### src/rtl/dbg_mem_pkg.sv
// dbg_mem_pkg: shared encodings for the debug memory master.
// Holds the command size encoding, the FSM state enum, the default bus
// timeout and the alignment check used when a command is accepted.
package dbg_mem_pkg;
    typedef enum logic [1:0] {
        SZ_BYTE = 2'd0,
        SZ_HALF = 2'd1,
        SZ_WORD = 2'd2,
        SZ_BAD  = 2'd3
    } size_e;

    typedef enum logic [1:0] {
        S_IDLE = 2'd0,
        S_BUS  = 2'd1,
        S_RESP = 2'd2
    } state_e;

    localparam int unsigned TIMEOUT_DEFAULT = 256;

    function automatic logic misaligned(input size_e size, input logic [1:0] lo);
        return (size == SZ_BAD) || (size == SZ_HALF && lo[0]) || (size == SZ_WORD && lo != 2'b00);
    endfunction
endpackage

### src/rtl/dbg_mem_lane.sv
// dbg_mem_lane: combinational byte-lane steering for the debug memory master.
// Ports: write/size/lo describe the access (lo = addr[1:0]); wdata is the
// right-justified write data; rdata_in is the raw bus word. Outputs are the
// bus write strobe, the lane-replicated write data and the right-justified,
// zero-extended read data.
module dbg_mem_lane
    import dbg_mem_pkg::*;
(
    input  logic        write,
    input  size_e       size,
    input  logic [1:0]  lo,
    input  logic [31:0] wdata,
    input  logic [31:0] rdata_in,
    output logic [3:0]  wstrb,
    output logic [31:0] wdata_rep,
    output logic [31:0] rdata_out
);
    logic [31:0] shifted;

    always_comb begin
        wstrb     = !write ? 4'b0000 :
                    size == SZ_BYTE ? 4'b0001 << lo :
                    size == SZ_HALF ? 4'b0011 << lo :
                    size == SZ_WORD ? 4'b1111 : 4'b0000;
        wdata_rep = size == SZ_BYTE ? {4{wdata[7:0]}} :
                    size == SZ_HALF ? {2{wdata[15:0]}} : wdata;
        shifted   = rdata_in >> {lo, 3'b000};
        rdata_out = size == SZ_BYTE ? {24'b0, shifted[7:0]} :
                    size == SZ_HALF ? {16'b0, shifted[15:0]} : shifted;
    end
endmodule

### src/rtl/dbg_mem_master.sv
// dbg_mem_master: turns single debug read/write commands into picorv32
// native-bus cycles with a bus timeout.
// Ports: cmd_* is the valid/ready command channel, resp_* the valid/ready
// response channel (rdata, err, timeout flag), mem_* the initiator side of
// the picorv32 memory bus. clk rising edge, resetn synchronous active-low.
module dbg_mem_master
    import dbg_mem_pkg::*;
#(
    parameter int unsigned TIMEOUT = TIMEOUT_DEFAULT
) (
    input  logic        clk,
    input  logic        resetn,
    input  logic        cmd_valid,
    output logic        cmd_ready,
    input  logic        cmd_write,
    input  logic [1:0]  cmd_size,
    input  logic [31:0] cmd_addr,
    input  logic [31:0] cmd_wdata,
    output logic        resp_valid,
    input  logic        resp_ready,
    output logic [31:0] resp_rdata,
    output logic        resp_err,
    output logic        resp_timeout,
    output logic        mem_valid,
    output logic        mem_instr,
    input  logic        mem_ready,
    output logic [31:0] mem_addr,
    output logic [31:0] mem_wdata,
    output logic [3:0]  mem_wstrb,
    input  logic [31:0] mem_rdata
);
    state_e      state_q, state_d;
    logic [15:0] cnt_q, cnt_d;
    size_e       size_q, size_d;
    logic [1:0]  lo_q, lo_d;
    logic        write_q, write_d;
    logic        mem_valid_q, mem_valid_d;
    logic [31:0] mem_addr_q, mem_addr_d;
    logic [31:0] mem_wdata_q, mem_wdata_d;
    logic [3:0]  mem_wstrb_q, mem_wstrb_d;
    logic [31:0] resp_rdata_q, resp_rdata_d;
    logic        resp_err_q, resp_err_d;
    logic        resp_timeout_q, resp_timeout_d;
    logic        in_idle;
    logic [3:0]  lane_wstrb;
    logic [31:0] lane_wdata, lane_rdata;

    assign in_idle = state_q == S_IDLE;

    // One lane instance: fed from the live command while idle (to build
    // strobes/data), from the captured command during the bus cycle.
    dbg_mem_lane u_lane (
        .write     (cmd_write),
        .size      (in_idle ? size_e'(cmd_size) : size_q),
        .lo        (in_idle ? cmd_addr[1:0] : lo_q),
        .wdata     (cmd_wdata),
        .rdata_in  (mem_rdata),
        .wstrb     (lane_wstrb),
        .wdata_rep (lane_wdata),
        .rdata_out (lane_rdata)
    );

    always_comb begin
        state_d        = state_q;
        cnt_d          = cnt_q;
        size_d         = size_q;
        lo_d           = lo_q;
        write_d        = write_q;
        mem_valid_d    = mem_valid_q;
        mem_addr_d     = mem_addr_q;
        mem_wdata_d    = mem_wdata_q;
        mem_wstrb_d    = mem_wstrb_q;
        resp_rdata_d   = resp_rdata_q;
        resp_err_d     = resp_err_q;
        resp_timeout_d = resp_timeout_q;
        if (in_idle && cmd_valid) begin
            size_d  = size_e'(cmd_size);
            lo_d    = cmd_addr[1:0];
            write_d = cmd_write;
            cnt_d   = 16'd0;
            if (misaligned(size_e'(cmd_size), cmd_addr[1:0])) begin
                state_d        = S_RESP;
                resp_err_d     = 1'b1;
                resp_timeout_d = 1'b0;
                resp_rdata_d   = 32'd0;
            end else begin
                state_d     = S_BUS;
                mem_valid_d = 1'b1;
                mem_addr_d  = {cmd_addr[31:2], 2'b00};
                mem_wdata_d = lane_wdata;
                mem_wstrb_d = lane_wstrb;
            end
        end else if (state_q == S_BUS) begin
            // mem_ready wins over a timeout reached in the same cycle
            if (mem_ready) begin
                state_d        = S_RESP;
                mem_valid_d    = 1'b0;
                resp_err_d     = 1'b0;
                resp_timeout_d = 1'b0;
                resp_rdata_d   = write_q ? 32'd0 : lane_rdata;
            end else if (cnt_q == 16'(TIMEOUT - 1)) begin
                state_d        = S_RESP;
                mem_valid_d    = 1'b0;
                resp_err_d     = 1'b1;
                resp_timeout_d = 1'b1;
                resp_rdata_d   = 32'd0;
            end else begin
                cnt_d = cnt_q + 16'd1;
            end
        end else if (state_q == S_RESP && resp_ready) begin
            state_d = S_IDLE;
        end
    end

    always_ff @(posedge clk) begin
        if (!resetn) begin
            state_q        <= S_IDLE;
            cnt_q          <= 16'd0;
            size_q         <= SZ_BYTE;
            lo_q           <= 2'b00;
            write_q        <= 1'b0;
            mem_valid_q    <= 1'b0;
            mem_addr_q     <= 32'd0;
            mem_wdata_q    <= 32'd0;
            mem_wstrb_q    <= 4'd0;
            resp_rdata_q   <= 32'd0;
            resp_err_q     <= 1'b0;
            resp_timeout_q <= 1'b0;
        end else begin
            state_q        <= state_d;
            cnt_q          <= cnt_d;
            size_q         <= size_d;
            lo_q           <= lo_d;
            write_q        <= write_d;
            mem_valid_q    <= mem_valid_d;
            mem_addr_q     <= mem_addr_d;
            mem_wdata_q    <= mem_wdata_d;
            mem_wstrb_q    <= mem_wstrb_d;
            resp_rdata_q   <= resp_rdata_d;
            resp_err_q     <= resp_err_d;
            resp_timeout_q <= resp_timeout_d;
        end
    end

    assign cmd_ready    = in_idle && resetn;
    assign resp_valid   = state_q == S_RESP;
    assign resp_rdata   = resp_rdata_q;
    assign resp_err     = resp_err_q;
    assign resp_timeout = resp_timeout_q;
    assign mem_valid    = mem_valid_q;
    assign mem_instr    = 1'b0;
    assign mem_addr     = mem_addr_q;
    assign mem_wdata    = mem_wdata_q;
    assign mem_wstrb    = mem_wstrb_q;
endmodule

### config.mk
export PLATFORM = sky130hd
export DESIGN_NAME = dbg_mem_master
export DESIGN_NICKNAME = d
export VERILOG_FILES = /design/src/rtl/dbg_mem_pkg.sv /design/src/rtl/dbg_mem_lane.sv /design/src/rtl/dbg_mem_master.sv
export SDC_FILE = /design/constraint.sdc
export NUM_CORES = 1
export LEC_CHECK = 0
export CORE_ASPECT_RATIO = 0.7
export CORE_MARGIN = 4
export CORE_UTILIZATION = 40
export DETAILED_ROUTE_END_ITERATION = 7
export GPL_ROUTABILITY_DRIVEN = 0
export PLACE_DENSITY = 0.85
export SLEW_MARGIN = 25
export SYNTH_ARGS = -nofsm -noshare
export SYNTH_HDL_FRONTEND = slang
export SYNTH_SLANG_ARGS = --single-unit
### constraint.sdc
create_clock -name clk -period 2.09 [get_ports clk]
set_input_delay 0.209 -clock clk [delete_from_list [all_inputs] [get_ports clk]]
set_output_delay 0.209 -clock clk [all_outputs]
set_load 0.05 [all_outputs]
-- Word-level counts from Yosys, hierarchy flattened
Index checks and enable logic that the tools add are counted.
- bits in registers: 124
- input bits: 104
- logic and storage cells: 84
- $add $sub $neg: 1
- equality and inequality tests: 11
- shifts and indexed selects: 3
- multiplexer cells: 34
- bitwise gates (word level): 4
- reduce and logical (&&, ||, !) cells: 19
- operators with widths (kind ; count):
    32-bit two-way mux ; 10
    32-bit by 5-bit >> shifter with 32-bit output ; 1
    16-bit by 1-bit adder with 16-bit output, second input constant ; 1
    16-bit by 8-bit equality test with 1-bit output, second input constant ; 1
    2-bit two-way mux ; 8
    4-bit two-way mux ; 4
    1-bit two-way mux ; 12
    3-bit AND reduction ; 3
    2-bit equality test, second input constant ; 4
    2-bit by 1-bit equality test with 1-bit output, second input constant ; 3
    3-bit nonzero test ; 2
    1-bit logical AND ; 5
    2-bit logical NOT ; 2
    4-bit by 3-bit != test with 1-bit output, second input constant ; 1
    1-bit inverter ; 4
    2-bit AND reduction ; 2
    2-bit nonzero test ; 2
    1-bit by 2-bit left shift with 4-bit output, first input constant ; 1
    2-bit by 2-bit left shift with 4-bit output, first input constant ; 1
    1-bit logical OR ; 2
    2-bit by 1-bit != test with 1-bit output, second input constant ; 1
    2-bit != test, second input constant ; 1
    2-bit OR reduction ; 1

-- Depth between registers and ports, before layout
Gate-level depths: netlist of run 1.
- depth in word-level cells: 9
- depth in mapped cells: 9
- mapped depth without buffers: 7

-- Modules after synthesis
A second synthesis of run 1 with hierarchy kept.
- cells, all modules: 729
- area, all modules: 6170.9 µm²
- modules (own cells, without submodules) (module ; times used ; cells an instance ; area each (µm²) ; seq. area each (µm²)):
    dbg_mem_master ; 1 ; 584 ; 4962.3 ; 2482.4
    dbg_mem_lane ; 1 ; 145 ; 1208.7 ; 0.0

-- Least setup slack after synthesis of run 1
No wires, ideal clock.
- path type: reg2reg
- start: register state_q[1]
- end: register mem_wstrb_q[2], in the netlist mem_wstrb[2]
- arrival: 2.156 ns
- path slack: -0.137 ns
- cell stages (with the launch flop): 9
- buffers on the path: 2
- clock period less this slack: 2.227 ns
- path through: dfxtp_1 -> clkbuf_1 -> nor2_1 -> mux2i_1 -> clkbuf_1 -> ha_1 -> nor2b_1 -> o2111ai_1 -> a21oi_1
- longest elaborated chain between the ends: 7
- elaborated cells on any way between the ends: 14
- classes of those cells: eq/ne: 2; shift: 2; mux: 6; reduce/logical: 4
- ends and longest elaborated chain (element ; RTL line ; text):
    from (decl) ; dbg_mem_master.sv:32 ; state_e state_q, state_d;
    from (signal assigned) ; dbg_mem_master.sv:130 ; state_q <= state_d;
    2-bit logical NOT (*) ; dbg_mem_master.sv:48 ; assign in_idle = state_q == S_IDLE;
    2-bit two-way mux ; dbg_mem_master.sv:54 ; .size (in_idle ? size_e'(cmd_size) : size_q),
    2-bit equality test ; dbg_mem_lane.sv:24 ; size == SZ_WORD ? 4'b1111 : 4'b0000;
    4-bit two-way mux ; dbg_mem_lane.sv:24 ;
    4-bit two-way mux ; dbg_mem_lane.sv:23 ; size == SZ_HALF ? 4'b0011 << lo :
    4-bit two-way mux ; dbg_mem_lane.sv:22 ; size == SZ_BYTE ? 4'b0001 << lo :
    4-bit two-way mux ; dbg_mem_lane.sv:21 ; wstrb = !write ? 4'b0000 :
    to (signal assigned) ; dbg_mem_master.sv:138 ; mem_wstrb_q <= mem_wstrb_d;
    to (decl) ; dbg_mem_master.sv:40 ; logic [3:0] mem_wstrb_q, mem_wstrb_d;
Mark *: on every way between the ends. The rest lies on a longest branch, timed or not.
A chain may end at the register's enable or synchronous reset.

-- Worst setup path after layout of run 1
- start: register state_q[0]
- end: register resp_rdata_q[12], in the netlist resp_rdata[12]
- longest elaborated chain between the ends: 9
- elaborated cells on any way between the ends: 17
- classes of those cells: eq/ne: 2; shift: 1; mux: 8; reduce/logical: 6
- ends and longest elaborated chain (element ; RTL line ; text):
    2-bit logical NOT ; dbg_mem_master.sv:48 ;
    2-bit two-way mux ; dbg_mem_master.sv:55 ; .lo (in_idle ? cmd_addr[1:0] : lo_q),
    32-bit by 5-bit >> shifter with 32-bit output ; dbg_mem_lane.sv:27 ; shifted = rdata_in >> {lo, 3'b000};
    32-bit two-way mux ; dbg_mem_lane.sv:29 ; size == SZ_HALF ? {16'b0, shifted[15:0]} : shifted;
    32-bit two-way mux ; dbg_mem_lane.sv:28 ; rdata_out = size == SZ_BYTE ? {24'b0, shifted[7:0]} :
    32-bit two-way mux ; dbg_mem_master.sv:100 ; resp_rdata_d = write_q ? 32'd0 : lane_rdata;
    32-bit two-way mux ; dbg_mem_master.sv:95 ; if (mem_ready) begin
    32-bit two-way mux ; dbg_mem_master.sv:93 ; end else if (state_q == S_BUS) begin
    32-bit two-way mux ; dbg_mem_master.sv:76 ; if (in_idle && cmd_valid) begin
    to (signal assigned) ; dbg_mem_master.sv:139 ; resp_rdata_q <= resp_rdata_d;
    to (decl) ; dbg_mem_master.sv:41 ; logic [31:0] resp_rdata_q, resp_rdata_d;
Parallel ways exist; a longest one is shown, timed or not. The select of a mux whose other input is x is not followed.

==> parameters.txt, run 1 <==
Parameter                              Value

Route
  Vias    approximately 5300
  Average wire per standard cell    16.48 µm
  Number of detailed-route iterations in the first pass    5
  Avg Vias per Cell    5.093
  Post-detailed-routing wire length    17270 µm
  First-iteration detailed-routing DRC count    285
  Residual DRC count    0
  Antenna violation net count after detailed routing    0

Finish
  Layout-stage area growth over the synthesis result    60.43%
  Number of nets in the layout    958
  Most frequent cells in the layout    204 x sky130_fd_sc_hd__clkdlybuf4s50_1, 122 x sky130_fd_sc_hd__dfxtp_1, 99 x sky130_fd_sc_hd__nand2_1
  Final instance area    8686 µm²
  Number of cells in the finished layout apart from fillers    between 1000 and 1500
  Fraction of layout cells with a size suffix above 1    between 10% and 20%
  Leading cell type in the layout, fill and taps excluded    sky130_fd_sc_hd__clkdlybuf4s50_1
  Utilization after layout    ~66%
  Antenna Diode Count    0

Clock tree
  CTS Sinks    124
  Skew-Pair Late Insertion Delay    0.40 ns
  Clock transition at path regs    0.06 ns
  H-Tree Depth    4
  TritonCTS clock tree    yes
  Root Driver    sky130_fd_sc_hd__clkbuf_16
  Number of CTS-inserted buffers    17
  Cts-stage hold buffer count    0
  Number of buffers on the longest clock path    2

Floorplan
  DIE WIDTH    147.1 µm
  Initial core utilization    41.07%
  Die span in y    105.3 µm
  Number of core rows    35
  Core outline area    13180 µm²
  Top-level I/O count    between 200 and 250
  Area of the die    15490 µm²

Pwr
  Max rail drop VDD    0.5912 mV
  Pint    5.081 mW
  Power per unit of standard cell area    821.4 nW/µm²
  Switching power share of the total    between 20% and 30%
  Seq pwr share    35.5%
  Clock share of power    a little over two fifths
  Tot Pwr    7.134 mW
  Relative contribution of combinational cells to total power    between 20% and 30%
  Net switching power    2.053 mW
  P_leak    3.308 nW

Worst setup path
  Worst path slowest cell    sky130_fd_sc_hd__or4_4
  Family with the most delay on the worst path    simple AND/OR/NAND/NOR gates
  Launching element type of the critical path    register
  Count of buffering cells on the critical path with inverters included    0
  Critical setup path kind    reg -> reg
  Kind of end point of the critical path    register
  Crit path required time    roughly 2.4 ns
  Slowest Stage Delay on Critical Path    0.62 ns
  Ordered cell list for the critical path    or3b_4 -> o31a_1 -> a21o_1 -> or4_4 -> o21ai_2
  Arr. time, crit path    approximately 2.4 ns
  Critical path fanouts, max    8

Logic synthesis
  Yosys warning count    0
  Syn Inst Count    622
  Post-synthesis instance area    5414 µm²
  Leading register cell type out of synthesis    sky130_fd_sc_hd__dfxtp_1
  Sequential element share of the synthesized area    45.85%
  Flip-flop and latch count after synthesis    around 120
  Post-synthesis average cell area    8.704 µm²
  Post-synth EDFFs    0
  Proportion of register bits with asynchronous set or reset after synthesis    0%
  Number of library cell types mapped by synthesis    45

Placement
  Number of port buffers    206
  Placed standard-cell area    ~8000 µm²
  Detailed placer's ending HPWL    ~13000 µm
  Worst setup slack after placement    -0.2900 ns
  Placed cell count    1015

Timing
  Final setup viols    0
  Pins Over Slew Limit    0
  Slack of the critical path    0.05868 ns
  Final period utilization    97.19%
  Worst clock skew    0.009427 ns
  Achievable clock frequency    0.4923 GHz
  Relative slew slack    32.36%
  Minimum clock period    roughly 2.0 ns
  Transition time at the pin with the least slew margin    1.004 ns
  Number of hold violations in the final report    0

GRT
  Total GRT Usage    21.84%
  Largest net degree at the start of global routing    52
  Remaining global-route overflow    0
  First-pass GRT wire length    27490 µm
  Via count of the first global-routing pass    roughly 5300
  Initial antenna violation count    0

Job
  Max cap viols    0

Min path
  Hold crit path type    in -> reg

Status
  Result of the run    complete, no violations
-- power by group through the flow --
stage / sequential, mW / combinational, mW / clock [mW]
after floorplan: 2.90 / 0.585 / 0
after CTS: 2.53 / 1.59 / 3.06
after global placement: 2.57 / 1.57 / 0
final: 2.53 / 1.60 / 3.00
after detailed placement: 2.58 / 1.59 / 0
after global routing: 2.54 / 1.70 / 3.16
-- per-stage QoR --
step	setup TNS [ns]	hold WS [ns]
after detailed placement	-4.936	0.4355
after CTS	0	0.3374
final	0	0.3556
after global routing	-0.01775	0.3466
after floorplan	-0.5551	0.3450
after global placement	-2.652	0.4322
-- per-layer routing --
layer  vias up  wire length, µm  global-route usage [%]
li1       2646                -                       -
met1      2483             7630                   28.12
met2       185             7739                   33.54
met3        23             1612                   8.724
met4         0              289                   7.181
met5         -                0                       0
-- final timing paths --
kind                                   start             end  slack (ns)  depth (start not counted)
worst max-delay path              state_q[0]  resp_rdata[12]        0.06                          5
worst min-delay path            cmd_addr[24]    mem_addr[24]        0.36                          3
worst max register to register    state_q[0]  resp_rdata[12]        0.06                          5
worst min register to register      resp_err        resp_err        0.44                          2
-- worst register-to-register path: stages (launching register included) --
cell and delay, ns:
sky130_fd_sc_hd__dfxtp_2 0.35, sky130_fd_sc_hd__or3b_4 0.39, sky130_fd_sc_hd__o31a_1 0.27, sky130_fd_sc_hd__a21o_1 0.17, sky130_fd_sc_hd__or4_4 0.62, sky130_fd_sc_hd__o21ai_2 0.17
-- flip-flops by register name, indices dropped and copies added, names as in the netlist --
| register | cells |
|---|---|
| resp_timeout | 1 |
| cnt_q | 16 |
| mem_addr | 30 |
| write_q | 1 |
| lo_q | 2 |
| size_q | 2 |
| mem_wstrb | 4 |
| resp_rdata | 32 |
| resp_err | 1 |
| mem_wdata | 32 |
| state_q | 2 |
| mem_valid | 1 |
-- cells in the mapped netlist (2+ instances only) --
library cell	count	share of area (%)
sky130_fd_sc_hd__a32o_1	8	1.5
sky130_fd_sc_hd__and4_1	3	0.49
sky130_fd_sc_hd__ha_1	3	0.69
sky130_fd_sc_hd__o21ai_1	9	0.83
sky130_fd_sc_hd__or4_1	2	0.28
sky130_fd_sc_hd__mux2_2	9	1.9
sky130_fd_sc_hd__a22oi_1	8	1.1
sky130_fd_sc_hd__xnor2_1	7	1.1
sky130_fd_sc_hd__and3_1	4	0.46
sky130_fd_sc_hd__nand2_1	99	6.9
sky130_fd_sc_hd__xor2_1	6	0.97
sky130_fd_sc_hd__a211oi_1	16	2.2
sky130_fd_sc_hd__buf_4	3	0.42
sky130_fd_sc_hd__a2bb2oi_1	15	2.4
sky130_fd_sc_hd__a21o_1	3	0.42
sky130_fd_sc_hd__or3_1	2	0.23
sky130_fd_sc_hd__nor2b_1	4	0.46
sky130_fd_sc_hd__nand4_1	4	0.46
sky130_fd_sc_hd__a21oi_1	59	5.5
sky130_fd_sc_hd__nor2_1	51	3.5
sky130_fd_sc_hd__dfxtp_1	124	46
sky130_fd_sc_hd__buf_1	5	0.35
sky130_fd_sc_hd__o21ai_0	17	1.6
sky130_fd_sc_hd__clkbuf_1	33	2.3
sky130_fd_sc_hd__inv_1	7	0.49
sky130_fd_sc_hd__nand2b_1	6	0.69
sky130_fd_sc_hd__buf_2	6	0.55
sky130_fd_sc_hd__mux2i_1	58	11
sky130_fd_sc_hd__nor3_1	5	0.46
sky130_fd_sc_hd__nor4_1	6	0.69
sky130_fd_sc_hd__nand3_1	26	2.4
-- repair_timing --
action                     CTS  global route
gates resized for setup      0            13
setup endpoints to repair    0            20
setup buffers                0             1
-- cell type report --
class	instances	area [µm²]
clock inverters	13	167.7
multi-input cells	444	2790
well taps	185	231.5
repair buffers	256	2542
flip-flops and latches	124	2485
inverters	8	30.03
clock buffers	18	439.2
fillers	1079	4496
-- kinds of logic after synthesis --
logic type,after synthesis,share of synthesized area [%]
other,1,0.06927
flip-flops,124,45.85
multiplexers,67,12.60
XOR/XNOR,13,2.103
buffers and inverters,56,4.368
adder cells (fa/ha/maj),3,0.6934
AND/OR/NAND/NOR,219,18.21
AO/OA/AOI/OAI,139,16.11
Note: power is estimated with default switching activity, not from simulation.
==> inputs of run 2 (changes only) <==
--- a/config.mk
+++ b/config.mk
@@ -8,6 +8,7 @@
 export CORE_ASPECT_RATIO = 0.7
 export CORE_MARGIN = 4
 export CORE_UTILIZATION = 40
+export CTS_CLUSTER_SIZE = 28
 export DETAILED_ROUTE_END_ITERATION = 7
 export GPL_ROUTABILITY_DRIVEN = 0
 export PLACE_DENSITY = 0.85
==> results of run 2 <==
The final DEF is identical to that of run 1; final timing and power are the same.
==> inputs of run 3 (changes only) <==
--- a/config.mk
+++ b/config.mk
@@ -11,7 +11,7 @@
 export CTS_CLUSTER_SIZE = 28
 export DETAILED_ROUTE_END_ITERATION = 7
 export GPL_ROUTABILITY_DRIVEN = 0
-export PLACE_DENSITY = 0.85
+export PLACE_DENSITY_LB_ADDON = 0.25
 export SLEW_MARGIN = 25
 export SYNTH_ARGS = -nofsm -noshare
 export SYNTH_HDL_FRONTEND = slang
==> constraint.sdc (replaced) <==
create_clock -name clk -period 2.4 [get_ports clk]
set_input_delay 0.24 -clock clk [delete_from_list [all_inputs] [get_ports clk]]
set_output_delay 0.24 -clock clk [all_outputs]
set_load 0.05 [all_outputs]
==> run 3 against run 2 <==
Count of clock-buffer cells in the layout rose by 1. Combinational power fell by 17%. Die area stayed put.
==> parameters.txt, run 3 (synthesis gave the netlist of run 1 again) <==
Parameter                              Value

Pwr
  P_leak    3.190 nW
  Power per unit of standard cell area    around 730 nW/µm²
  Net switching power    about 1.8 mW
  Switching power share of the total    between 20% and 30%
  Max rail drop VDD    0.5237 mV
  Clock share of power    42.8%
  Pint    approximately 4.4 mW
  Seq pwr share    a little over a third
  Tot Pwr    6.183 mW
  Relative contribution of combinational cells to total power    21.5%

Route
  Post-detailed-routing wire length    17320 µm
  First-iteration detailed-routing DRC count    228
  Vias    approximately 5300
  Number of detailed-route iterations in the first pass    7
  Avg Vias per Cell    5.154
  Residual DRC count    0
  Antenna violation net count after detailed routing    0
  Average wire per standard cell    16.82 µm

Worst setup path
  Cell depth of the worst flop-to-flop path    6
  Ordered cell list for the critical path    buf_4 -> nor2b_1 -> clkdlybuf4s50_1
  Crit path required time    2.16 ns
  Arr. time, crit path    2.03 ns
  Critical path fanouts, max    7
  Worst path slowest cell    sky130_fd_sc_hd__clkdlybuf4s50_1
  Reg-to-Reg Start    state_q[0]
  Beginning of the critical path    state_q[1]
  Slowest Stage Delay on Critical Path    0.82 ns
  Kind of end point of the critical path    output port
  Launching element type of the critical path    register
  Critical setup path kind    reg -> out

Clock tree
  Root Driver    sky130_fd_sc_hd__clkbuf_16
  H-Tree Depth    4
  # Post-CTS Setup Buffers    0
  Number of buffers on the longest clock path    2
  CTS Sinks    124
  Skew-Pair Late Insertion Delay    0.41 ns
  Clock transition at path regs    0.06 ns
  TritonCTS clock tree    yes
  Number of CTS-inserted buffers    17
  Cts-stage hold buffer count    0

Floorplan
  Die span in y    roughly 110 µm
  Core outline area    13180 µm²
  DIE WIDTH    147.1 µm
  Area of the die    ~15000 µm²
  Top-level I/O count    210
  Number of core rows    35
  Initial core utilization    between 40% and 50%

Timing
  Final-layout worst hold slack    0.3794 ns
  Minimum clock period    2.266 ns
  Slack of the critical path    approximately 0.13 ns
  Unrepaired setup endpoints after global routing    no
  Achievable clock frequency    0.4412 GHz
  Relative slew slack    54.17%
  Final period utilization    94.43%
  Number of hold violations in the final report    0
  Pins Over Slew Limit    0
  Transition time at the pin with the least slew margin    roughly 0.69 ns
  Worst clock skew    0.01282 ns
  Final setup viols    0

GRT
  Via count of the first global-routing pass    5318
  First-pass GRT wire length    ~28000 µm
  Total GRT Usage    22.26%
  Largest net degree at the start of global routing    72
  Remaining global-route overflow    0
  Initial antenna violation count    0

Finish
  Number of nets in the layout    940
  Number of fill cells    1093
  Most frequent cells in the layout    205 x sky130_fd_sc_hd__clkdlybuf4s50_1, 124 x sky130_fd_sc_hd__dfxtp_1, 99 x sky130_fd_sc_hd__nand2_1
  Leading cell type in the layout, fill and taps excluded    sky130_fd_sc_hd__clkdlybuf4s50_1
  Number of cells in the finished layout apart from fillers    1030
  Antenna Diode Count    0
  Layout-stage area growth over the synthesis result    56.09%
  FF/Latch Area    approximately 2500 µm²
  Fraction of layout cells with a size suffix above 1    9.941%
  Area taken by multi-input logic gates    2754 µm²

Status
  Result of the run    complete, no violations

Placement
  Worst setup slack after placement    -0.1242 ns
  Number of port buffers    approximately 200
  Detailed placer's ending HPWL    13050 µm
  Placed cell count    999

Min path
  Critical hold path startpoint    cmd_addr[13]
  Count of cells along the worst hold path    3
  Hold crit path type    in -> reg

Job
  Max cap viols    0
run 3: cell types whose count changed in the layout (fill, tap and decap cells not counted), sizes merged:
| cell | delta |
|---|---|
| clkdlybuf4s50 | +1 |
| clkbuf | +1 |
| buf | -19 |
| clkinv | -1 |
run 3: layer usage:
layer,share of wire [%],track usage [%]
met5,0,0
met4,2.4,8.045
met3,8.0,7.048
met2,45,34.40
met1,45,29.34
run 3: critical path: cells and delay by family, from the launching register on:
| family | cells | cell delay (ns) |
|---|---|---|
| simple gates | 1 | 0.17 |
| buf+inv | 2 | 1.01 |
| flops | 1 | 0.44 |
run 3: power by group through the flow:
| stage | logic [mW] | clock network [mW] | registers [mW] |
|---|---|---|---|
| CTS | 1.33 | 2.69 | 2.21 |
| floorplan | 0.505 | 0 | 2.52 |
| detailed placement | 1.33 | 0 | 2.25 |
| finish | 1.33 | 2.64 | 2.21 |
| global route | 1.42 | 2.78 | 2.22 |
| global placement | 1.31 | 0 | 2.25 |
run 3: layout make-up:
type	count	area share [%]
clock buffer	19	5.360
sequential	124	29.38
tap	185	2.739
clock inverter	12	1.925
inverter	8	0.3553
timing repair buffer	238	27.66
multi-input combinational	444	32.59
run 3: through the flow:
| step | util, % | cell area, µm² | setup TNS [ns] |
|---|---|---|---|
| floorplan | - | 5421 | 0 |
| global placement | 59.42 | 7833 | -0.7198 |
| detailed placement | 59.42 | 7833 | -0.8283 |
| CTS | 64.09 | 8448 | 0 |
| global route | 64.11 | 8451 | 0 |
| finish | 64.11 | 8451 | 0 |
run 3: path summary, 6_finish.rpt:
kind,to,slack [ns]
worst max-delay path,resp_valid,0.13
worst min-delay path,mem_addr[13],0.38
worst max register to register,resp_rdata[14],0.20
worst min register to register,resp_err,0.45
run 3: timing repair:
action	CTS	global route
endpoints found under the setup margin	0	1
resized for setup	0	1
endpoints found under the hold margin	0	0
